==> src/rtl/if_stage.sv <==
// Instruction-fetch stage: PC sequencing, instruction-memory request handshake,
// freeze skid buffer and branch redirect/flush into the IF/ID register.
module if_stage #(
    parameter logic [31:0] RESET_PC = 32'h0000_0000
) (
    input  logic        clk,
    input  logic        rst,
    input  logic        hazard,
    input  logic        sorthazard,
    input  logic        branchTaken,
    input  logic [31:0] branchAddr,
    output logic        imemReq,
    output logic [31:0] imemAddr,
    input  logic        imemAck,
    input  logic [31:0] imemData,
    output logic [31:0] pcOut,
    output logic [31:0] instOut,
    output logic        validOut
);

    localparam int unsigned XLEN = 32;
    localparam logic [XLEN-1:0] PC_STEP = XLEN'(4);

    typedef enum logic [1:0] {
        FETCH   = 2'd0,
        HOLD    = 2'd1,
        DISCARD = 2'd2
    } state_t;

    state_t          r_state;
    state_t          w_state_next;

    logic [XLEN-1:0] r_pc;
    logic [XLEN-1:0] r_skid;
    logic [XLEN-1:0] r_target;
    logic [XLEN-1:0] r_pc_out;
    logic [XLEN-1:0] r_inst_out;
    logic            r_valid_out;

    logic [XLEN-1:0] w_pc_next;
    logic [XLEN-1:0] w_skid_next;
    logic [XLEN-1:0] w_target_next;
    logic [XLEN-1:0] w_pc_out_next;
    logic [XLEN-1:0] w_inst_out_next;
    logic            w_valid_out_next;

    logic            w_req;
    logic            w_ack;
    logic            w_freeze;
    logic [XLEN-1:0] w_pc_plus4;

    assign w_freeze   = hazard | sorthazard;
    assign w_ack      = imemAck & w_req;
    assign w_pc_plus4 = r_pc + PC_STEP;

    // State register
    always_ff @(posedge clk) begin
        if (!rst) begin
            r_state <= FETCH;
        end else begin
            r_state <= w_state_next;
        end
    end

    // Next-state logic; a redirect always wins over a freeze
    always_comb begin
        w_state_next = r_state;
        case (r_state)
            FETCH: begin
                if (branchTaken) begin
                    if (!w_ack) w_state_next = DISCARD;
                end else if (w_ack && w_freeze) begin
                    w_state_next = HOLD;
                end
            end
            HOLD: begin
                if (branchTaken || !w_freeze) w_state_next = FETCH;
            end
            DISCARD: begin
                if (w_ack) w_state_next = FETCH;
            end
            default: w_state_next = FETCH;
        endcase
    end

    // Request strobe and datapath next values; everything holds by default
    always_comb begin
        w_req            = (r_state != HOLD);
        w_pc_next        = r_pc;
        w_skid_next      = r_skid;
        w_target_next    = r_target;
        w_pc_out_next    = r_pc_out;
        w_inst_out_next  = r_inst_out;
        w_valid_out_next = r_valid_out;
        case (r_state)
            FETCH: begin
                if (branchTaken) begin
                    w_inst_out_next  = '0;
                    w_valid_out_next = 1'b0;
                    if (w_ack) w_pc_next = branchAddr;
                    else       w_target_next = branchAddr;
                end else if (w_ack) begin
                    if (w_freeze) begin
                        w_skid_next = imemData;
                    end else begin
                        w_pc_out_next    = w_pc_plus4;
                        w_inst_out_next  = imemData;
                        w_valid_out_next = 1'b1;
                        w_pc_next        = w_pc_plus4;
                    end
                end else if (!w_freeze) begin
                    w_inst_out_next  = '0;
                    w_valid_out_next = 1'b0;
                end
            end
            HOLD: begin
                if (branchTaken) begin
                    w_pc_next        = branchAddr;
                    w_inst_out_next  = '0;
                    w_valid_out_next = 1'b0;
                end else if (!w_freeze) begin
                    w_pc_out_next    = w_pc_plus4;
                    w_inst_out_next  = r_skid;
                    w_valid_out_next = 1'b1;
                    w_pc_next        = w_pc_plus4;
                end
            end
            DISCARD: begin
                // The outstanding request belongs to the squashed path
                w_inst_out_next  = '0;
                w_valid_out_next = 1'b0;
                if (w_ack) begin
                    w_pc_next = branchTaken ? branchAddr : r_target;
                end else if (branchTaken) begin
                    w_target_next = branchAddr;
                end
            end
            default: begin
                w_inst_out_next  = '0;
                w_valid_out_next = 1'b0;
            end
        endcase
    end

    // Datapath registers: PC, skid, saved redirect target, IF/ID
    always_ff @(posedge clk) begin
        if (!rst) begin
            r_pc        <= RESET_PC;
            r_skid      <= '0;
            r_target    <= '0;
            r_pc_out    <= '0;
            r_inst_out  <= '0;
            r_valid_out <= 1'b0;
        end else begin
            r_pc        <= w_pc_next;
            r_skid      <= w_skid_next;
            r_target    <= w_target_next;
            r_pc_out    <= w_pc_out_next;
            r_inst_out  <= w_inst_out_next;
            r_valid_out <= w_valid_out_next;
        end
    end

    // Request is dropped immediately while reset is held
    assign imemReq  = rst & w_req;
    assign imemAddr = r_pc;
    assign pcOut    = r_pc_out;
    assign instOut  = r_inst_out;
    assign validOut = r_valid_out;

endmodule

==> config.mk <==
export PLATFORM = sky130hd
export DESIGN_NAME = if_stage
export DESIGN_NICKNAME = d
export VERILOG_FILES = /design/src/rtl/if_stage.sv
export SDC_FILE = /design/constraint.sdc
export NUM_CORES = 1
export LEC_CHECK = 0
export ABC_CLOCK_PERIOD_IN_PS = 5050
export BUFFER_PORTS_ARGS = -buffer_cell sky130_fd_sc_hd__buf_4
export CAP_MARGIN = 20
export CORE_UTILIZATION = 55
export CTS_CLUSTER_DIAMETER = 120
export DETAILED_ROUTE_END_ITERATION = 8
export MAX_ROUTING_LAYER = met4
export PLACE_DENSITY = 0.85
export SLEW_MARGIN = 15
export SYNTH_ARGS = -nofsm -noshare
export SYNTH_HDL_FRONTEND = slang
export SYNTH_SLANG_ARGS = --single-unit
==> constraint.sdc <==
create_clock -name clk -period 5.05 [get_ports clk]
set_input_delay 0.505 -clock clk [delete_from_list [all_inputs] [get_ports clk]]
set_output_delay 0.505 -clock clk [all_outputs]
set_load 0.03 [all_outputs]
==> results.json, run 1 <==
{
  "hpwl_mm": 14.2,
  "ant_nets": 0,
  "setup_tns_ps": 0,
  "cts_hold_buf": 0,
  "grtUsageTotal_pct": 31.6,
  "die_x_um": 119,
  "worstMarginPinSlew_ps": 992,
  "run_status": "complete, no violations",
  "grt_antenna_before_repair": 0,
  "drc": 0,
  "cts_sinks": 163,
  "setup_viol": 0,
  "fin_crit_ps": 2680,
  "vias": 7578,
  "port_buffers": 167,
  "netlist_area_sq_um": 7510,
  "synth_area_leaders": "dfxtp_1 43%, nand2_1 11%, a21oi_1 8.1%, o21ai_0 5.4%, clkbuf_1 3.5%",
  "dp.cells": 1247,
  "die_area_sq_um": 14100,
  "cts_resized": 0,
  "routedWlPerCell_um": 17.0,
  "p_total_mw": 3.30,
  "end_kind": "output pin",
  "crit_type": "input pin to output pin",
  "p_leak_nw": 3.64,
  "rows": 42,
  "crit-reg2reg-launch": "imemAddr[2]",
  "diodes": 0,
  "holdCritPathClass": "input pin to flop",
  "synth_cell_type_count": 60,
  "first_global_vias": 6709,
  "first_pass_iters": 5,
  "cp.required_ps": 4550,
  "final_hold_viol_count": 0,
  "rsz0062_at_grt": "no",
  "timing.rr.end": "imemAddr[14]",
  "yosysMostFrequentCell": "nand2_1",
  "ys.flop_type": "dfxtp_1",
  "post-place-ws_ps": 2100,
  "start_kind": "input pin",
  "globalRouteOverflowTotal": 0,
  "cp_max_fo": 78,
  "syn_nets": 1049,
  "via_per_inst": 5.92,
  "yosysTopAreaCell": "dfxtp_1",
  "ctsLongestPathBuffers": 2,
  "synth_seq_cells": 163,
  "root_buffer": "clkbuf_16",
  "start_util_pct": 56.5,
  "whs_path_depth": 3,
  "grt_max_degree": 79,
  "area_growth_pct": 26.0,
  "synth_common_cells": "212 x nand2_1, 163 x dfxtp_1, 121 x a21oi_1",
  "cts_tree": "yes",
  "setup_ws_ps": 2370,
  "holdPathEnd": "r_target[21]",
  "drt_iter0_markers": 864,
  "clock_skew_ps": 5.58,
  "cp.arrival_ps": 2170,
  "maxSlewHeadroom_pct": 33.8,
  "post-cts-setup-buffers": 0,
  "synth-seq-area-share_pct": 43.4,
  "clk_latency_ps": 430,
  "irDropWorstVdd_mv": 0.264,
  "gp_congestion": 0.928,
  "nNetsFinal": 1164,
  "syn_area_per_cell_sq_um": 7.68,
  "core_area_sq_um": 13300,
  "cts_buffers": 17,
  "drive_above_1_share_pct": 20.8,
  "yosys.area.top_type_share_pct": 43.4,
  "synth-edff-count": 0,
  "grt_pass1_wl_mm": 34.4,
  "r2r_slack_ps": 2450,
  "stdcell_count": 1280,
  "wl_mm": 21.7,
  "fmax_mhz": 373,
  "min_period_over_period_pct": 53.0,
  "reg2regPathDepth": 6,
  "finalMaxSlewViolations": 0,
  "synth-async-reset-ratio_pct": 0,
  "ioPinCount": 168,
  "htreeDepth": 4,
  "maxCapViolations": 0,
  "syn_inst": 978,
  "nFillCells": 1073,
  "worstHoldStart": "branchAddr[21]",
  "chipHeight_um": 119,
  "clk_pin_slew_ps": 60,
  "yosys_warnings": 0,
  "power.density_nw_per_um2": 349
}
==> through the flow <==
stage | area (sq um) | hold slack [ps] | utilization [%]
after global placement | 8740 | 437 | 65.7
after CTS | 9420 | 320 | 70.8
final | 9460 | 330 | 71.2
after detailed placement | 8760 | 442 | 65.9
after global routing | 9460 | 322 | 71.2
after floorplan | 7510 | 432 | -
==> area by class of cell <==
class | count | area, sq um | area share [%]
Clock buffer | 22 | 484 | 5.12
Clock inverter | 8 | 174 | 1.84
Inverter | 5 | 18.8 | 0.198
Multi-Input combinational cell | 725 | 3910 | 41.4
Sequential cell | 163 | 3260 | 34.5
Tap cell | 176 | 220 | 2.33
Timing Repair Buffer | 181 | 1390 | 14.7
==> state kept, by name (all words and copies together), names as in the netlist <==
register	count
r_skid	32
instOut	32
r_state	2
validOut	1
pcOut	32
imemAddr	32
r_target	32
==> worst max path at each step <==
stage / start / slack (ps) / end / depth (start not counted)
after global placement: branchTaken / 2070 / imemAddr[22] / 5
after floorplan: imemAddr[11] / 2780 / imemAddr[31] / 7
after CTS: rst / 2430 / imemReq / 4
final: rst / 2370 / imemReq / 4
after detailed placement: branchTaken / 2100 / imemAddr[7] / 6
after global routing: branchTaken / 2250 / imemAddr[30] / 7
==> cell usage in the layout, fill, tap and decap left out, types with 8 or more instances in the layout <==
cell / synthesis / final
a31oi_1: 9 / 9
buf_4: 2 / 176
nor3_1: 24 / 23
dfxtp_1: 163 / 163
clkbuf_16: 0 / 17
a21oi_1: 121 / 121
xnor2_1: 8 / 8
and2_1: 34 / 34
nand3_1: 18 / 18
nor2_1: 50 / 49
a211oi_1: 18 / 18
xor2_1: 17 / 17
and3_1: 9 / 8
nand2_1: 212 / 212
a22oi_1: 31 / 31
o21ai_0: 81 / 80
==> power by group <==
part,switching (mW),internal (mW),leakage [nW]
registers,0.0647,1.35,1.33
logic,0.284,0.174,2.00
clock network,0.510,0.925,0.315
==> layer usage <==
metal | routed length (um) | share of wire, % | up-vias | global-route usage (%)
met1 | 9430 | 43 | 3520 | 40.7
li1 | - | - | 3649 | -
met3 | 1700 | 7.8 | 50 | 6.66
met5 | 0 | 0 | - | -
met2 | 9920 | 46 | 359 | 47.4
met4 | 659 | 3.0 | 0 | 14.6
==> worst max-delay path: stages <==
cell and delay [ps]:
buf_4 590, inv_2 560, a21oi_1 280, buf_4 200
==> kinds of logic (layout without fill, tap and decap cells) <==
kind of cell | after synthesis | count (layout) | synth area share, %
AND/OR/NAND/NOR | 387 | 387 | 23.4
AO/OA/AOI/OAI | 306 | 306 | 24.5
flip-flops | 163 | 163 | 43.4
buffers and inverters | 90 | 216 | 4.76
XOR/XNOR | 25 | 25 | 2.92
multiplexers | 6 | 6 | 0.866
adder cells (fa/ha/maj) | 1 | 1 | 0.167
(Power assumes the default switching activity.)
==> run 2, diff against run 1 <==
--- a/config.mk
+++ b/config.mk
@@ -5,14 +5,15 @@
 export SDC_FILE = /design/constraint.sdc
 export NUM_CORES = 1
 export LEC_CHECK = 0
-export ABC_CLOCK_PERIOD_IN_PS = 5050
+export ABC_AREA = 1
+export ABC_CLOCK_PERIOD_IN_PS = 2360
 export BUFFER_PORTS_ARGS = -buffer_cell sky130_fd_sc_hd__buf_4
 export CAP_MARGIN = 20
-export CORE_UTILIZATION = 55
+export CORE_UTILIZATION = 50
 export CTS_CLUSTER_DIAMETER = 120
 export DETAILED_ROUTE_END_ITERATION = 8
 export MAX_ROUTING_LAYER = met4
-export PLACE_DENSITY = 0.85
+export PLACE_DENSITY = 0.81
 export SLEW_MARGIN = 15
 export SYNTH_ARGS = -nofsm -noshare
 export SYNTH_HDL_FRONTEND = slang
==> constraint.sdc (replaced) <==
create_clock -name clk -period 2.36 [get_ports clk]
set_input_delay 0.236 -clock clk [delete_from_list [all_inputs] [get_ports clk]]
set_output_delay 0.236 -clock clk [all_outputs]
set_load 0.03 [all_outputs]
==> results.json, run 2 <==
{
  "netlist_area_sq_um": 8010,
  "cts_tree": "yes",
  "cts_sinks": 163,
  "ant_nets": 0,
  "diodes": 0,
  "globalRouteOverflowTotal": 0,
  "area_growth_pct": 22.8,
  "clock_skew_ps": 11.3,
  "muxShareOfSynthArea_pct": 0,
  "swShare_pct": 31.3,
  "root_buffer": "clkbuf_16",
  "synth-seq-area-share_pct": 40.7,
  "critPathMaxStageDelay_ps": 380,
  "crit_type": "flop to flop",
  "p_int_mw": 4.72,
  "ioPinCount": 168,
  "hpwl_mm": 16.2,
  "run_status": "complete, no violations",
  "fin_crit_ps": 1930,
  "seq_area_sq_um": 3260,
  "synth_area_leaders": "dfxtp_1 41%, nand2_1 14%, a21oi_1 12%, o21ai_0 8.4%, nor2_1 4.5%",
  "syn_nets": 1234,
  "clk_pin_slew_ps": 70,
  "yosys.area_share.simple_pct": 24.2,
  "vias": 8271,
  "synth_common_cells": "301 x nand2_1, 186 x a21oi_1, 163 x dfxtp_1",
  "p_leak_nw": 4.33,
  "gp_congestion": 0.952,
  "synth_cell_type_count": 35,
  "cts_resized": 0,
  "irDropWorstVdd_mv": 0.533,
  "synth-async-reset-ratio_pct": 0,
  "first_pass_iters": 5,
  "worstMarginPinSlew_ps": 635,
  "synth_xor_xnor_area_share_pct": 1.64,
  "crit_chain": "nor2_4 > inv_2 > nor2_4 > nand3_2 > buf_12 > o21ai_0 > a21oi_1",
  "maxSlewHeadroom_pct": 57.6,
  "maxCapViolations": 0,
  "holdCritPathClass": "input pin to flop",
  "grt_antenna_before_repair": 0,
  "final_area_sq_um": 9840,
  "routedWlPerCell_um": 15.4,
  "chipHeight_um": 129,
  "synth-edff-count": 0,
  "fmax_mhz": 517,
  "cts_buffers": 17,
  "whs_ps": 72.9,
  "min_period_over_period_pct": 81.9,
  "post_dp_cell_area_sq_um": 9300,
  "port_buffers": 167,
  "htreeDepth": 4,
  "p_comb_share_pct": 17.4,
  "yosys.area_share.adder_pct": 0.156,
  "nNetsFinal": 1363,
  "syn_area_per_cell_sq_um": 6.89,
  "setup_viol": 0,
  "setup_tns_ps": 0,
  "drive_above_1_share_pct": 19.3,
  "clk_latency_ps": 430,
  "clockPowerShare_pct": 37.9,
  "end_kind": "flop",
  "wl_mm": 23.3,
  "layout_commonest_cell": "nand2_1",
  "start_kind": "flop",
  "cp.arrival_ps": 2250,
  "cts_hold_buf": 0,
  "final_cell_mix": "301 x nand2_1, 186 x a21oi_1, 182 x buf_4, 163 x dfxtp_1, 134 x o21ai_0",
  "yosys_warnings": 0,
  "rows": 45,
  "synth_seq_cells": 163,
  "cp_slowest_cell": "dfxtp_1",
  "synth_top_family_by_area": "simple AND/OR/NAND/NOR gates",
  "synth_compound_area_share_pct": 24.2,
  "ctsLongestPathBuffers": 2,
  "p_total_mw": 6.87,
  "p_sw_mw": 2.15,
  "multi_input_area_sq_um": 4020,
  "power.density_nw_per_um2": 698,
  "syn_inst": 1163,
  "first_global_vias": 7320,
  "yosys.area.top_type_share_pct": 40.7,
  "finalMaxSlewViolations": 0,
  "drt_iter0_markers": 849,
  "final_hold_viol_count": 0,
  "grtUsageTotal_pct": 29.7,
  "grt_max_degree": 67,
  "nFillCells": 1372,
  "yosysMostFrequentCell": "nand2_1",
  "core_area_sq_um": 15400,
  "cp_max_fo": 44,
  "p_seq_share_pct": 44.7,
  "worst_path_most_repeated_cell": "nor2_4",
  "grt_pass1_wl_mm": 37.2,
  "reg2regPathDepth": 7,
  "drc": 0,
  "via_per_inst": 5.46,
  "whs_path_depth": 3,
  "die_area_sq_um": 16500,
  "start_util_pct": 51.9,
  "yosysTopAreaCell": "dfxtp_1",
  "cp.required_ps": 2670,
  "finish.utilization_pct": 63.8,
  "ys.flop_type": "dfxtp_1",
  "post-cts-setup-buffers": 0,
  "die_x_um": 129,
  "rsz0062_at_grt": "no"
}
## run 2: cells by family (layout without fill, tap and decap cells)
| family | count (synthesis) | count (layout) |
|---|---|---|
| simple gates | 460 | 460 |
| flops | 163 | 163 |
| fa+ha+maj | 1 | 1 |
| compound gates | 367 | 367 |
| xor+xnor | 15 | 15 |
| buf+inv | 157 | 298 |
## run 2: worst paths after layout
kind                                   from          to  slack [ps]
worst max-delay path             r_state[1]  r_skid[14]         430
worst min-delay path            imemData[9]   r_skid[9]          70
worst max register to register   r_state[1]  r_skid[14]         430
worst min register to register   r_skid[27]  r_skid[27]         450
## run 2: final cells by class
| cell class | count | area share, % |
|---|---|---|
| multi-input combinational | 843 | 40.8 |
| inverter | 81 | 3.11 |
| sequential | 163 | 33.2 |
| tap | 211 | 2.68 |
| timing repair buffer | 186 | 14.7 |
| clock inverter | 14 | 1.19 |
| clock buffer | 17 | 4.32 |
## run 2: metal layers
metal | share of wire, % | vias to the layer above | routed length [um] | GRT usage [%]
met1 | 44 | 3765 | 10300 | 38.9
met4 | 2.7 | 0 | 628 | 10.4
met2 | 44 | 386 | 10300 | 44.9
li1 | - | 4068 | - | -
met3 | 8.8 | 52 | 2070 | 6.49
met5 | 0 | - | 0 | -
## run 2: stage by stage
step | setup WS [ps] | std cells
after floorplan | 562 | 1163
after global routing | 277 | 1515
after global placement | 481 | 1484
after CTS | 454 | 1515
final | 427 | 1515
after detailed placement | 391 | 1484
## run 2: power groups by stage
stage	combinational (mW)	clock, mW	sequential [mW]
after floorplan	0.600	0	3.26
after global placement	1.16	0	3.12
after detailed placement	1.18	0	3.12
after CTS	1.19	2.63	3.06
after global routing	1.31	2.74	3.08
final	1.20	2.60	3.07
## run 2: worst max-delay path: cells and delay by family (launching register included)
kind                   cells  cell delay, ps
AO/OA/AOI/OAI              2             240
buffers and inverters      2             380
flip-flops                 1             380
AND/OR/NAND/NOR            3             800
==> run 3, diff against run 2 <==
--- a/config.mk
+++ b/config.mk
@@ -6,7 +6,7 @@
 export NUM_CORES = 1
 export LEC_CHECK = 0
 export ABC_AREA = 1
-export ABC_CLOCK_PERIOD_IN_PS = 2360
+export ABC_CLOCK_PERIOD_IN_PS = 1600
 export BUFFER_PORTS_ARGS = -buffer_cell sky130_fd_sc_hd__buf_4
 export CAP_MARGIN = 20
 export CORE_UTILIZATION = 50
==> constraint.sdc (replaced) <==
create_clock -name clk -period 1.6 [get_ports clk]
set_input_delay 0.16 -clock clk [delete_from_list [all_inputs] [get_ports clk]]
set_output_delay 0.16 -clock clk [all_outputs]
set_load 0.03 [all_outputs]
==> results.json, run 3 (synthesis gave the netlist of run 2 again) <==
{
  "clock_skew_ps": 11.4,
  "first_global_vias": 7907,
  "vias": 8859,
  "chipHeight_um": 129,
  "area_growth_pct": 37.9,
  "root_buffer": "clkbuf_16",
  "globalRouteOverflowTotal": 0,
  "rows": 45,
  "final_cell_mix": "289 x nand2_1, 255 x buf_4, 182 x a21oi_1, 148 x dfxtp_1, 130 x o21ai_0",
  "finalMaxSlewViolations": 0,
  "clk_pin_slew_ps": 70,
  "dp.cells": 1558,
  "htreeDepth": 4,
  "final_area_sq_um": 11000,
  "maxCapViolations": 0,
  "cts_tree": "yes",
  "diodes": 0,
  "irDropWorstVdd_mv": 0.766,
  "stdcell_count": 1616,
  "worstHoldStart": "branchAddr[14]",
  "die_area_sq_um": 16500,
  "fmax_mhz": 600,
  "cp_max_fo": 5,
  "ioPinCount": 168,
  "crit_type": "flop to flop",
  "violations": "setup timing",
  "ant_nets": 0,
  "cts_buffers": 17,
  "die_x_um": 129,
  "via_per_inst": 5.48,
  "layout_commonest_cell": "nand2_1",
  "grt_pass1_wl_mm": 40.1,
  "holdCritPathClass": "input pin to flop",
  "first_pass_iters": 6,
  "clk_latency_ps": 440,
  "ctsLongestPathBuffers": 2,
  "grt_max_degree": 43,
  "drive_above_1_share_pct": 28.1,
  "start_kind": "flop",
  "nNetsFinal": 1463,
  "cts_sinks": 163,
  "power.density_nw_per_um2": 964,
  "rsz0062_at_grt": "yes",
  "hpwl_mm": 18.0,
  "final_hold_viol_count": 0,
  "drt_iter0_markers": 893,
  "post-place-ws_ps": -178,
  "cp.arrival_ps": 2030,
  "drc": 0,
  "maxSlewHeadroom_pct": 67.7,
  "p_leak_nw": 4.90,
  "setup_tns_ps": -477,
  "min_period_over_period_pct": 104,
  "p_total_mw": 10.7,
  "end_kind": "flop",
  "grt_antenna_before_repair": 0,
  "setup_viol": 12,
  "fin_crit_ps": 1670,
  "crit-reg2reg-launch": "imemAddr[2]",
  "run_status": "complete, but fails checks",
  "grtUsageTotal_pct": 32.3,
  "start_util_pct": 51.9,
  "wl_mm": 26.3,
  "setup.worst_path.start": "imemAddr[2]",
  "worstMarginPinSlew_ps": 473,
  "core_area_sq_um": 15400,
  "port_buffers": 167,
  "gp_congestion": 0.942,
  "routedWlPerCell_um": 16.2,
  "post_dp_cell_area_sq_um": 9960,
  "setup_ws_ps": -66.0,
  "cp.required_ps": 1970
}
## run 3: cell types whose count changed in the layout (fill, tap and decap cells not counted), moves of 9 or more
cell / change
dlygate4sd3_1: +15
nand2_2: +12
nand2_1: -12
dfxtp_1: -15
dfxtp_2: +10
buf_4: +73
xor2_1: -10
nor2_1: -11
buf_12: +9
## run 3: what timing repair did
item,CTS,global route
hold endpoints to repair,16,0
buffers inserted,6,5
pin swaps,8,21
resized for setup,22,53
hold buffers,15,0
setup endpoints to repair,18,62
## run 3: final cells by class
| type | instances | area [sq um] |
|---|---|---|
| fill | 1246 | 4380 |
| multi-input combinational | 843 | 4250 |
| sequential | 163 | 3290 |
| timing repair buffer | 286 | 2360 |
| clock buffer | 18 | 439 |
| inverter | 81 | 309 |
| tap | 211 | 264 |
| clock inverter | 14 | 135 |
## run 3: where the power goes
group,switching [mW],internal (mW),total (mW)
Sequential,0.170,4.32,4.49
Combinational,1.31,0.870,2.18
Clock,1.88,2.11,3.98
## run 3: metal layers
metal	GRT usage, %	vias to the layer above	wire length, um
met2	46.7	459	11500
met1	43.4	4052	11300
li1	-	4267	-
met5	-	-	0
met3	6.86	81	2490
met4	13.8	0	880
## run 3: worst paths after layout
| check | to | slack, ps | cells after the start |
|---|---|---|---|
| max | imemAddr[12] | -70 | 10 |
| min | r_target[14] | 7 | 3 |
| max reg2reg | imemAddr[12] | -70 | 10 |
| min reg2reg | r_skid[20] | 440 | 2 |
## run 3: metrics by stage
stage / utilization [%] / hold WS, ps
finish: 71.6 / 6.72
global route: 71.6 / 4.02
CTS: 70.3 / 0.0525
detailed placement: 64.6 / 437
global placement: 64.6 / 427
floorplan: - / 310
## run 3: worst max-delay path, stage by stage (launching register included)
cell,delay (ps)
dfxtp_4,380
ha_4,140
nand2_2,70
nor2_4,140
nand2_4,100
nor2_4,240
xor2_4,240
nand2_1,70
nand2_1,60
nand2_1,50
a21oi_1,110
